===== src/rtl/fcvt_pkg.sv =====
// Shared definitions for the float-to-int arbiter: output register states,
// saturation exponent and requester-ID width.
package fcvt_pkg;

   localparam int FCVT_ID_W = 1;

   // Biased exponent of 2^31; anything at or above it no longer fits int32.
   localparam logic [7:0] FCVT_EXP_OVF = 8'h9E;

   typedef enum logic {
      EMPTY = 1'b0,
      FULL  = 1'b1
   } fcvt_state_e;

endpackage


===== src/rtl/fcvt_f2i.sv =====
// Combinational IEEE-754 single to signed int32 conversion, truncating toward
// zero and saturating to 0x80000000 for out-of-range, Inf and NaN operands.
module fcvt_f2i
   import fcvt_pkg::*;
(
   input  logic [31:0] i_f,
   output logic [31:0] o_int,
   output logic        o_ovf
);

   logic        w_sign;
   logic [7:0]  w_exp;
   logic [22:0] w_man;
   logic [7:0]  w_sh;
   logic [31:0] w_mant;
   logic [31:0] w_mag;

   assign w_sign = i_f[31];
   assign w_exp  = i_f[30:23];
   assign w_man  = i_f[22:0];
   assign w_sh   = w_exp - 8'd127;
   assign w_mant = {8'd0, 1'b1, w_man};

   always_comb begin
      w_mag = '0;
      o_int = '0;
      o_ovf = 1'b0;
      if ((w_exp > FCVT_EXP_OVF) ||
          ((w_exp == FCVT_EXP_OVF) && !(w_sign && (w_man == 23'd0)))) begin
         o_ovf = 1'b1;
         o_int = 32'h8000_0000;
      end else if (w_exp == FCVT_EXP_OVF) begin
         // exactly -2^31 is representable
         o_int = 32'h8000_0000;
      end else if (w_exp >= 8'd127) begin
         if (w_sh >= 8'd23) w_mag = w_mant << (w_sh - 8'd23);
         else               w_mag = w_mant >> (8'd23 - w_sh);
         o_int = w_sign ? -w_mag : w_mag;
      end
   end

endmodule


===== src/rtl/fcvt_arb.sv =====
// Two-requester arbiter in front of a shared float-to-int converter, with a
// single output register that can drain and reload in the same cycle.
//
// state | meaning
// EMPTY | output register holds nothing, rsp_valid=0
// FULL  | output register holds a result, rsp_valid=1
module fcvt_arb
   import fcvt_pkg::*;
#(
   parameter int FAIR = 1
) (
   input  logic                 clk,
   input  logic                 rstn,
   input  logic                 req0_valid,
   input  logic [31:0]          req0_data,
   output logic                 req0_ready,
   input  logic                 req1_valid,
   input  logic [31:0]          req1_data,
   output logic                 req1_ready,
   output logic                 rsp_valid,
   output logic [31:0]          rsp_data,
   output logic [FCVT_ID_W-1:0] rsp_id,
   output logic                 rsp_ovf,
   input  logic                 rsp_ready
);

   fcvt_state_e          r_state, w_state_nxt;
   logic [31:0]          r_data;
   logic [FCVT_ID_W-1:0] r_id;
   logic                 r_ovf;
   logic [FCVT_ID_W-1:0] r_last;

   logic [FCVT_ID_W-1:0] w_grant;
   logic                 w_accept_ok;
   logic                 w_accept;
   logic [31:0]          w_sel_data;
   logic [31:0]          w_cvt_int;
   logic                 w_cvt_ovf;

   always_comb begin
      w_grant = 1'b0;
      if (req0_valid && req1_valid) w_grant = (FAIR != 0) ? ~r_last : 1'b0;
      else if (req1_valid)          w_grant = 1'b1;
   end

   assign w_accept_ok = (r_state == EMPTY) || rsp_ready;
   // rstn gates the readys so nothing is offered while the block is in reset
   assign req0_ready  = rstn && w_accept_ok && req0_valid && (w_grant == 1'b0);
   assign req1_ready  = rstn && w_accept_ok && req1_valid && (w_grant == 1'b1);
   assign w_accept    = req0_ready || req1_ready;
   assign w_sel_data  = (w_grant == 1'b1) ? req1_data : req0_data;

   fcvt_f2i u_f2i (
      .i_f   (w_sel_data),
      .o_int (w_cvt_int),
      .o_ovf (w_cvt_ovf)
   );

   always_comb begin
      w_state_nxt = r_state;
      case (r_state)
         EMPTY:   if (w_accept) w_state_nxt = FULL;
         FULL:    if (rsp_ready && !w_accept) w_state_nxt = EMPTY;
         default: w_state_nxt = EMPTY;
      endcase
   end

   always_ff @(posedge clk or negedge rstn) begin
      if (!rstn) begin
         r_state <= EMPTY;
         r_data  <= '0;
         r_id    <= '0;
         r_ovf   <= 1'b0;
         r_last  <= 1'b1;
      end else begin
         r_state <= w_state_nxt;
         if (w_accept) begin
            r_data <= w_cvt_int;
            r_id   <= w_grant;
            r_ovf  <= w_cvt_ovf;
            r_last <= w_grant;
         end
      end
   end

   assign rsp_valid = (r_state == FULL);
   assign rsp_data  = r_data;
   assign rsp_id    = r_id;
   assign rsp_ovf   = r_ovf;

endmodule


===== config.mk =====
export PLATFORM = sky130hd
export DESIGN_NAME = fcvt_arb
export DESIGN_NICKNAME = d
export VERILOG_FILES = /design/src/rtl/fcvt_pkg.sv /design/src/rtl/fcvt_f2i.sv /design/src/rtl/fcvt_arb.sv
export SDC_FILE = /design/constraint.sdc
export NUM_CORES = 1
export LEC_CHECK = 0
export BUFFER_PORTS_ARGS = -buffer_cell sky130_fd_sc_hd__buf_2
export CORE_MARGIN = 2
export CORE_UTILIZATION = 40
export DETAILED_ROUTE_END_ITERATION = 10
export PLACE_DENSITY = 0.61
export SYNTH_ARGS = -nofsm -noshare
export SYNTH_HDL_FRONTEND = slang
export SYNTH_SLANG_ARGS = --single-unit
export TNS_END_PERCENT = 100

===== constraint.sdc =====
create_clock -name clk -period 11.5 [get_ports clk]
set_input_delay 2.3 -clock clk [delete_from_list [all_inputs] [get_ports clk]]
set_output_delay 2.3 -clock clk [all_outputs]
set_load 0.03 [all_outputs]

### After elaboration in Yosys (flattened, before gate mapping)

Cells that the tools add are included.

| operators by class | value |
|---|---|
| bitwise operators | 3 |
| $lt $le $gt $ge | 3 |
| add/sub/neg operators | 4 |
| muxes and demuxes | 15 |
| shift-type cells | 2 |
| reduce and logical (&&, ||, !) cells | 15 |
| equal/unequal tests | 1 |

Operator list:

| operator | number |
|---|---|
| $mux 32 | 9 |
| $neg 32->32 | 1 |
| $shl 24x8->32 | 1 |
| $shr 24x8->32 | 1 |
| $logic_not 23->1 | 1 |
| $logic_and 1x1->1 | 9 |
| $eq 8x8->1 const B | 1 |
| $ge 8x5->1 const B | 1 |
| $ge 8x7->1 const B | 1 |
| $gt 8x8->1 const B | 1 |
| $sub 5x8->8 const A | 1 |
| $sub 8x5->8 const B | 1 |
| $sub 8x7->8 const B | 1 |
| $mux 1 | 5 |
| $logic_or 1x1->1 | 3 |
| $not 1->1 | 3 |
| $logic_not 1->1 | 2 |
| $pmux 1 s2 | 1 |

| storage, ports and cells | value |
|---|---|
| word-level logic and storage cells | 48 |
| bits of input ports | 69 |
| output and inout bits | 37 |
| register bits after elaboration | 36 |

### Logic depth before layout (Yosys ltp)

Gate-level depths: netlist (run 1).

| logic depth | value |
|---|---|
| word-level depth | 15 |
| mapped depth | 33 |
| gate-level depth less buffers | 25 |

### By module

Synthesis (run 1) repeated with hierarchy kept, for this count alone.

| unflattened totals | value |
|---|---|
| cell total of the unflattened synthesis | 788 |
| area, all modules | 6396.1 um2 |

Modules (own cells, without submodules):

| module | instances | area each (um2) | cells each | sequential area each (um2) |
|---|---|---|---|---|
| fcvt_f2i | 1 | 4603.2 | 671 | 0.0 |
| fcvt_arb | 1 | 1793.0 | 117 | 902.1 |

### Least setup slack after synthesis (run 1)

OpenSTA, ideal clock, no wires.

| path | value |
|---|---|
| kind | input port to flip-flop |
| start point | in req1_valid |
| end point | reg r_data[30], in the netlist rsp_data[30] |
| library setup time | 0.121 ns |
| slack | 3.279 ns |
| stages on the path | 33 |
| buffers on the path | 9 |
| required time | 11.379 ns |
| arrival time | 8.100 ns |
| cell sequence | a21bo_1 > buf_2 > buf_6 > buf_2 > clkbuf_1 > buf_1 > clkbuf_1 > nand2_1 > nand2_1 > ha_1 > and2_1 > mux2i_1 > xnor2_1 > inv_1 > clkbuf_1 > clkbuf_1 > ha_1 > xor2_1 > or3_1 > clkbuf_1 > nor2_1 > a2bb2oi_1 > nand2_1 > o21ai_1 > inv_1 > ha_1 > inv_1 > nor4b_1 > nand4_1 > nor2_1 > a41oi_1 > xor2_1 > a22o_1 |

| on the way | value |
|---|---|
| longest elaborated chain between the ends | 15 |
| elaborated cells on any way between the ends | 32 |
| classes of those cells | 4 x add/sub; 3 x order compare; 1 x eq/ne; 2 x shift; 11 x mux; 1 x bitwise; 10 x reduce/logical |

Ends and longest elaborated chain:

| element | line | source |
|---|---|---|
| start: declaration | fcvt_arb.sv:17 | `input logic req1_valid,` |
| $mux 1 or $logic_and 1x1->1 (tied branches) | fcvt_arb.sv:43, fcvt_arb.sv:42 |  |
| $mux 1 | fcvt_arb.sv:42 | `if (req0_valid && req1_valid) w_grant = (FAIR != 0) ? ~r_last : 1'b0;` |
| $mux 32 | fcvt_arb.sv:51 | `assign w_sel_data = (w_grant == 1'b1) ? req1_data : req0_data;` |
| $sub 8x7->8 | fcvt_f2i.sv:21 | `assign w_sh = w_exp - 8'd127;` |
| $sub 5x8->8 or $sub 8x5->8 (tied branches) | fcvt_f2i.sv:37, fcvt_f2i.sv:36 |  |
| $shr 24x8->32 or $shl 24x8->32 (tied branches) | fcvt_f2i.sv:37, fcvt_f2i.sv:36 |  |
| $mux 32 | fcvt_f2i.sv:36 | `if (w_sh >= 8'd23) w_mag = w_mant << (w_sh - 8'd23);` |
| $mux 32 | fcvt_f2i.sv:35 | `end else if (w_exp >= 8'd127) begin` |
| $mux 32 | fcvt_f2i.sv:32 | `end else if (w_exp == FCVT_EXP_OVF) begin` |
| $mux 32 | fcvt_f2i.sv:28 | `if ((w_exp > FCVT_EXP_OVF) \|\|` |
| $neg 32->32 | fcvt_f2i.sv:38 | `o_int = w_sign ? -w_mag : w_mag;` |
| $mux 32 | fcvt_f2i.sv:38 |  |
| $mux 32 | fcvt_f2i.sv:35 |  |
| $mux 32 | fcvt_f2i.sv:32 |  |
| $mux 32 | fcvt_f2i.sv:28 |  |
| end signal: assignment | fcvt_arb.sv:78 | `r_data <= w_cvt_int;` |
| end: declaration | fcvt_arb.sv:28 | `logic [31:0] r_data;` |

Several ways; a longest one is shown, not always the timed one. The select of a mux whose other input is x is not followed.
A chain may end at the register's enable or synchronous reset.

### Final worst setup path (run 1)

| path | value |
|---|---|
| start point | in req1_valid |
| end point | reg r_data[23], in the netlist rsp_data[23] |

Same word-level chain as after synthesis.

==> results of run 1 <==
report_power, final:
group	internal (mW)	switching, mW
combinational	0.322	0.602
sequential	0.155	0.0178
clock	0.102	0.0525
total	0.579	0.672
kinds of logic (layout without fill, tap and decap cells):
logic type                 count (synthesis)  count (layout)
buffers and inverters                    103             151
adders and majority gates                  7               7
DFF                                       36              36
xor gates and xnor gates                  39              39
AOI/OAI and AO/OA                        330             330
muxes                                    128             128
and+or+nand+nor                          349             349
cells in the final DEF, fill, tap and decap left out, types with 32 or more instances in the layout:
cell      count
a22o_1       32
nor2_1       83
a21oi_1      66
o21ai_0      58
dfrtp_1      35
nand2_1      96
a211oi_1     32
nand3_1      34
buf_2       105
mux2i_1      65
worst min path at each step:
stage | end | cells past startpoint | slack (ns) | start
after floorplan | r_last | 2 | 0.52 | r_last
after global placement | rsp_id | 1 | 0.47 | rsp_id
after detailed placement | rsp_id | 1 | 0.47 | rsp_id
after CTS | rsp_id | 1 | 0.48 | rsp_id
after global routing | rsp_id | 1 | 0.50 | rsp_id
final | rsp_id | 1 | 0.47 | rsp_id
state kept, by name, summed over array words and instances (netlist names):
name       flops
rsp_data      32
rsp_ovf        1
r_last         1
rsp_id         1
rsp_valid      1
worst max-delay path, delay by kind of cell:
kind            cells  cell delay [ns]
compound gates      6             1.61
xor+xnor            3             1.36
fa+ha+maj           2             0.67
buf+inv             4             1.69
mux                 1             0.17
simple gates        6             1.65
stage by stage:
stage | worst slack [ns] | util (%) | instance area [um2] | power [mW]
after floorplan | 3.28 | - | 7550 | 0.823
after global placement | 2.34 | 43.9 | 8160 | 1.07
after detailed placement | 2.17 | 43.9 | 8160 | 1.07
after CTS | 2.45 | 44.8 | 8330 | 1.23
after global routing | 1.57 | 44.8 | 8330 | 1.33
final | 2.19 | 44.8 | 8330 | 1.25
cell type report:
cell class | instances | area, um2
Tap cell | 234 | 293
Multi-Input combinational cell | 853 | 6230
Clock buffer | 5 | 125
Fill cell | 1900 | 10300
Clock inverter | 3 | 42.5
Inverter | 22 | 82.6
Sequential cell | 36 | 902
Timing Repair Buffer | 121 | 646
routing by layer:
layer | wire length, um | up-vias | share of wire (%) | global-route usage (%)
li1 | - | 3945 | - | -
met1 | 13100 | 4078 | 43 | 42.6
met4 | 1370 | 0 | 4.5 | 11.8
met3 | 3050 | 84 | 9.9 | 4.08
met2 | 13200 | 563 | 43 | 45.4
met5 | 0 | - | 0 | 0
==> metrics.cfg, run 1 <==
[pwr]
powerDensity_nw_per_um2 = 150
ir_worst_vdd_uv = 70.0
power.leakage_nw = 3.42

[logic_synthesis]
synth_top_cell_by_area = dfrtp_1
yosysMostFrequentCell = nand2_1
synth_xor_area_share_pct = 4.62
synth_top_family_by_area = compound AO/OA/AOI/OAI gates
seq_area_frac_synth_pct = 12.0
async_flop_share_pct = 100
synth_compound_area_share_pct = 30.7
syn-num-nets = 1068
ys_ff_latch = 36
synth_mux_area_share_pct = 23.0
synth_area_per_cell_um2 = 7.61
synth_edf_count = 0
synthSimpleGateAreaFrac_pct = 22.8
ys_top_cells_by_count = 96 x nand2_1, 84 x nor2_1, 66 x a21oi_1
synth_warnings = 0
syn_inst = 992
synthTopCellsByArea = dfrtp_1 12%, mux4_2 9.2%, mux2i_1 8.6%
synthesis.area_um2 = 7550
ys_types = 86
yosysTopAreaCellShare_pct = 11.6
synth_ff_type = dfrtp_1
synthAdderAreaFrac_pct = 1.16

[route]
drt_iter0_markers = 1141
ant_nets = 0
wl_mm = 30.7
wl_per_cell_um = 24.1
via_per_inst = 6.81
dr.pass1.iters = 5
route.detailed.drc = 0
vias = 8670

[setup_path]
r2r_cells = 21
crit_type = input port to flop
regToRegStartpoint = r_last
cp_max_fo = 43
slowest_stage = xnor2_1
reg2reg_to = rsp_data[23]
worst-endpoint-arrival_ns = 9.49
crit_start = req1_valid
reg2reg_slack_ns = 3.96
required_ns = 11.67
cp-end-kind = flop
critPathLaunchType = input port
cp-endpoint = rsp_data[23]
critical_path.max_stage_delay_ns = 0.97
crit_chain = buf_2 -> a21boi_4 -> buf_4 -> buf_4 -> nand2_1 -> nand2_1 -> ha_1 -> and2_1 -> mux2i_1 -> xnor2_1 -> inv_1 -> ha_1 -> o31ai_1 -> xnor2_1 -> a31oi_1 -> a311oi_1 -> nor4_1 -> and2_1 -> nand4_2 -> o41ai_1 -> xor2_1 -> a22o_1

[hold_path]
hold_class = flop to flop

[timing]
hold_viol = 0
rsz0062_at_grt = no
maxSlewViolCount = 0
skew_ns = 0.00442
worst_pin_slew_ns = 1.13
setup_violations = 0
fin_crit_sh_pct = 81.0
fmax_mhz = 107
holdWs_ns = 0.475
fin_tns_setup_ns = 0
period_needed_ns = 9.31
relSlewSlack_pct = 24.0

[layout]
fin_nets = 1115
layout-drive-gt1-share_pct = 21.1
diodes = 0
area_growth_pct = 10.3
fin_cells = 1274

[floorplanning]
dieArea_um2 = 20000
pin_count = 106
start_util_pct = 40.6
core_um2 = 18600
placementRows = 50
chipWidth_um = 141
die_y_um = 141

[clocking]
post_cts_buffers = 0
numClockSinks = 36
ctsHtreeMaxLevel = 2
numCtsBuffers = 5
clock_tree.buffer_depth = 2
cts_tree = done
clk_latency_ns = 0.28
clk_transition_reported_paths_ns = 0.06
ctsResizeCount = 0
cts_hold_buf = 0
cts_root_buffer = clkbuf_16

[flow_run]
drv_cap = 0

[status]
status = completed

[global_routing]
antenna_found_initial = 0
grt_max_degree = 68
grt_pass1_wl_mm = 46.9
overflow = 0
grt_pass1_vias = 7748
track_usage_pct = 29.8

[placement]
hpwl_mm = 23.6
gp_congestion = 0.982
port_buffers = 105
place_inst = 1266

Note: power is estimated with default switching activity, not from simulation.
==> run 2, diff against run 1 <==
--- a/config.mk
+++ b/config.mk
@@ -9,7 +9,7 @@
 export CORE_MARGIN = 2
 export CORE_UTILIZATION = 40
 export DETAILED_ROUTE_END_ITERATION = 10
-export PLACE_DENSITY = 0.61
+export PLACE_DENSITY = 0.63
 export SYNTH_ARGS = -nofsm -noshare
 export SYNTH_HDL_FRONTEND = slang
 export SYNTH_SLANG_ARGS = --single-unit
==> constraint.sdc (replaced) <==
create_clock -name clk -period 7.7 [get_ports clk]
set_input_delay 1.54 -clock clk [delete_from_list [all_inputs] [get_ports clk]]
set_output_delay 1.54 -clock clk [all_outputs]
set_load 0.03 [all_outputs]
==> metrics.cfg, run 2 (synthesized netlist as in run 1, its figures left out) <==
[setup_path]
regToRegStartpoint = r_last
cp_max_fo = 22  ; -49%
worst-endpoint-arrival_ns = 7.02  ; -2.47 ns
reg2reg_to = rsp_data[30]
required_ns = 7.83  ; -3.84 ns
reg2reg_slack_ns = 1.71  ; -2.25 ns
crit_type = input port to flop
critPathLaunchType = input port
r2r_cells = 27  ; +29%
cp-end-kind = flop

[route]
via_per_inst = 6.77  ; -0.52%
drt_iter0_markers = 1067  ; -6.5%
route.detailed.drc = 0  ; unchanged
vias = 8693  ; +0.27%
ant_nets = 0  ; unchanged
wl_mm = 31.9  ; +3.7%
dr.pass1.iters = 5  ; unchanged
wl_per_cell_um = 24.8  ; +2.9%

[clocking]
cts_tree = done
numCtsBuffers = 5  ; unchanged
numClockSinks = 36  ; unchanged
ctsHtreeMaxLevel = 2  ; unchanged
clk_latency_ns = 0.27  ; about the same
clock_tree.buffer_depth = 2  ; unchanged
cts_root_buffer = clkbuf_16
clk_transition_reported_paths_ns = 0.05  ; about the same
ctsResizeCount = 0  ; unchanged
cts_hold_buf = 0  ; unchanged
post_cts_buffers = 0  ; unchanged

[layout]
design_area_um2 = 8380  ; +0.62%
largest_reg_flops = 32  ; unchanged
layout-drive-gt1-share_pct = 21.8  ; +0.75 points
fin_nets = 1125  ; +0.90%
fillers = 1928  ; +1.5%
final_common_cell = buf_2
diodes = 0  ; unchanged
layout_common_cells = 105 x buf_2, 96 x nand2_1, 83 x nor2_1
area_growth_pct = 11.0

[hold_path]
hold_class = flop to flop
hp-start = rsp_id
whs_path_depth = 1  ; unchanged
holdPathEnd = rsp_id

[timing]
hold_viol = 0  ; unchanged
fmax_mhz = 145
period_needed_ns = 6.89
maxSlewViolCount = 0  ; unchanged
fin_crit_sh_pct = 89.5
fin_tns_setup_ns = 0  ; unchanged
worst_pin_slew_ns = 1.24  ; +0.109 ns
skew_ns = 0.00431  ; -0.000105 ns
relSlewSlack_pct = 16.9  ; -7.1 points
rsz0062_at_grt = no
setup_violations = 0  ; unchanged

[global_routing]
grt_pass1_wl_mm = 48.3  ; +3.0%
grt_max_degree = 64  ; -5.9%
track_usage_pct = 31.0  ; +1.2 points
grt_pass1_vias = 7752  ; +0.052%
antenna_found_initial = 0  ; unchanged
overflow = 0  ; unchanged

[floorplanning]
die_y_um = 141  ; unchanged
dieArea_um2 = 20000  ; unchanged
chipWidth_um = 141  ; unchanged
placementRows = 50  ; unchanged
pin_count = 106  ; unchanged
start_util_pct = 40.6  ; unchanged
core_um2 = 18600  ; unchanged

[placement]
gp_congestion = 1.04  ; +5.8%
port_buffers = 105  ; unchanged
hpwl_mm = 25.1  ; +6.4%
placed_area_um2 = 8230  ; +0.92%

[status]
status = completed

[pwr]
power.leakage_nw = 3.46  ; +1.2%
powerDensity_nw_per_um2 = 221  ; +47%
ir_worst_vdd_uv = 90.5  ; +29%

[flow_run]
drv_cap = 0  ; unchanged

run 2: cell count changes in the layout (fill, tap and decap cells not counted), sizes merged:
cell | previous run | this run
clkinvlp | 1 | 0
clkinv | 2 | 4
bufinv | 1 | 0
buf | 121 | 131
run 2: where the power goes:
part           internal [mW]  switching (mW)
Clock                  0.119          0.0714
Sequential             0.231          0.0264
Combinational          0.491           0.915
Total                  0.841            1.01
run 2: stage by stage:
| stage | cells | hold WS, ns | setup slack (ns) | util, % | total power [mW] |
|---|---|---|---|---|---|
| floorplan | 992 | 0.519 | 0.239 | - | 1.23 |
| global placement | 1276 | 0.462 | 0.715 | 44.3 | 1.63 |
| detailed placement | 1276 | 0.467 | 0.676 | 44.3 | 1.63 |
| CTS | 1284 | 0.479 | 0.949 | 45.1 | 1.82 |
| global route | 1284 | 0.493 | 0.471 | 45.1 | 1.96 |
| finish | 1284 | 0.474 | 0.810 | 45.1 | 1.85 |
run 2: worst max path at each step:
stage	to	slack (ns)	cells after the start	startpoint
6_report	rsp_data[31]	0.81	18	req1_valid
4_1_cts	rsp_data[30]	0.95	27	req1_valid
5_1_grt	rsp_data[26]	0.47	28	req1_valid
2_1_floorplan	rsp_data[30]	0.24	33	req1_valid
3_3_place_gp	rsp_data[31]	0.72	18	req1_valid
3_5_place_dp	rsp_data[25]	0.68	18	req1_valid
run 2: area by class of cell:
cell class / count / area, um2 / area share, %
sequential: 36 / 902 / 10.8
tap: 234 / 293 / 3.50
multi-input combinational: 853 / 6230 / 74.4
timing repair buffer: 131 / 721 / 8.60
clock inverter: 3 / 18.8 / 0.224
inverter: 22 / 82.6 / 0.986
clock buffer: 5 / 125 / 1.49
run 2: critical path: stages:
cell and delay, ns:
buf_2 0.12, a21boi_4 0.26, mux2_2 0.46, ha_1 0.37, xor2_1 0.29, nand3_1 0.16
a21oi_2 0.54, nor3_2 0.19, nor2_1 0.32, buf_4 0.35, mux4_2 0.27, nor3_1 0.05
a311oi_1 0.60, nand4_2 0.27, or4b_4 0.63, o31ai_2 0.25, xnor2_1 0.20, o221ai_1 0.14
run 2: routing by layer:
layer,vias up,track usage (%),wire length (um)
li1,3966,-,-
met5,-,0,0
met4,0,10.3,1190
met1,4158,45.6,14000
met2,509,48.5,14000
met3,60,1.82,2670
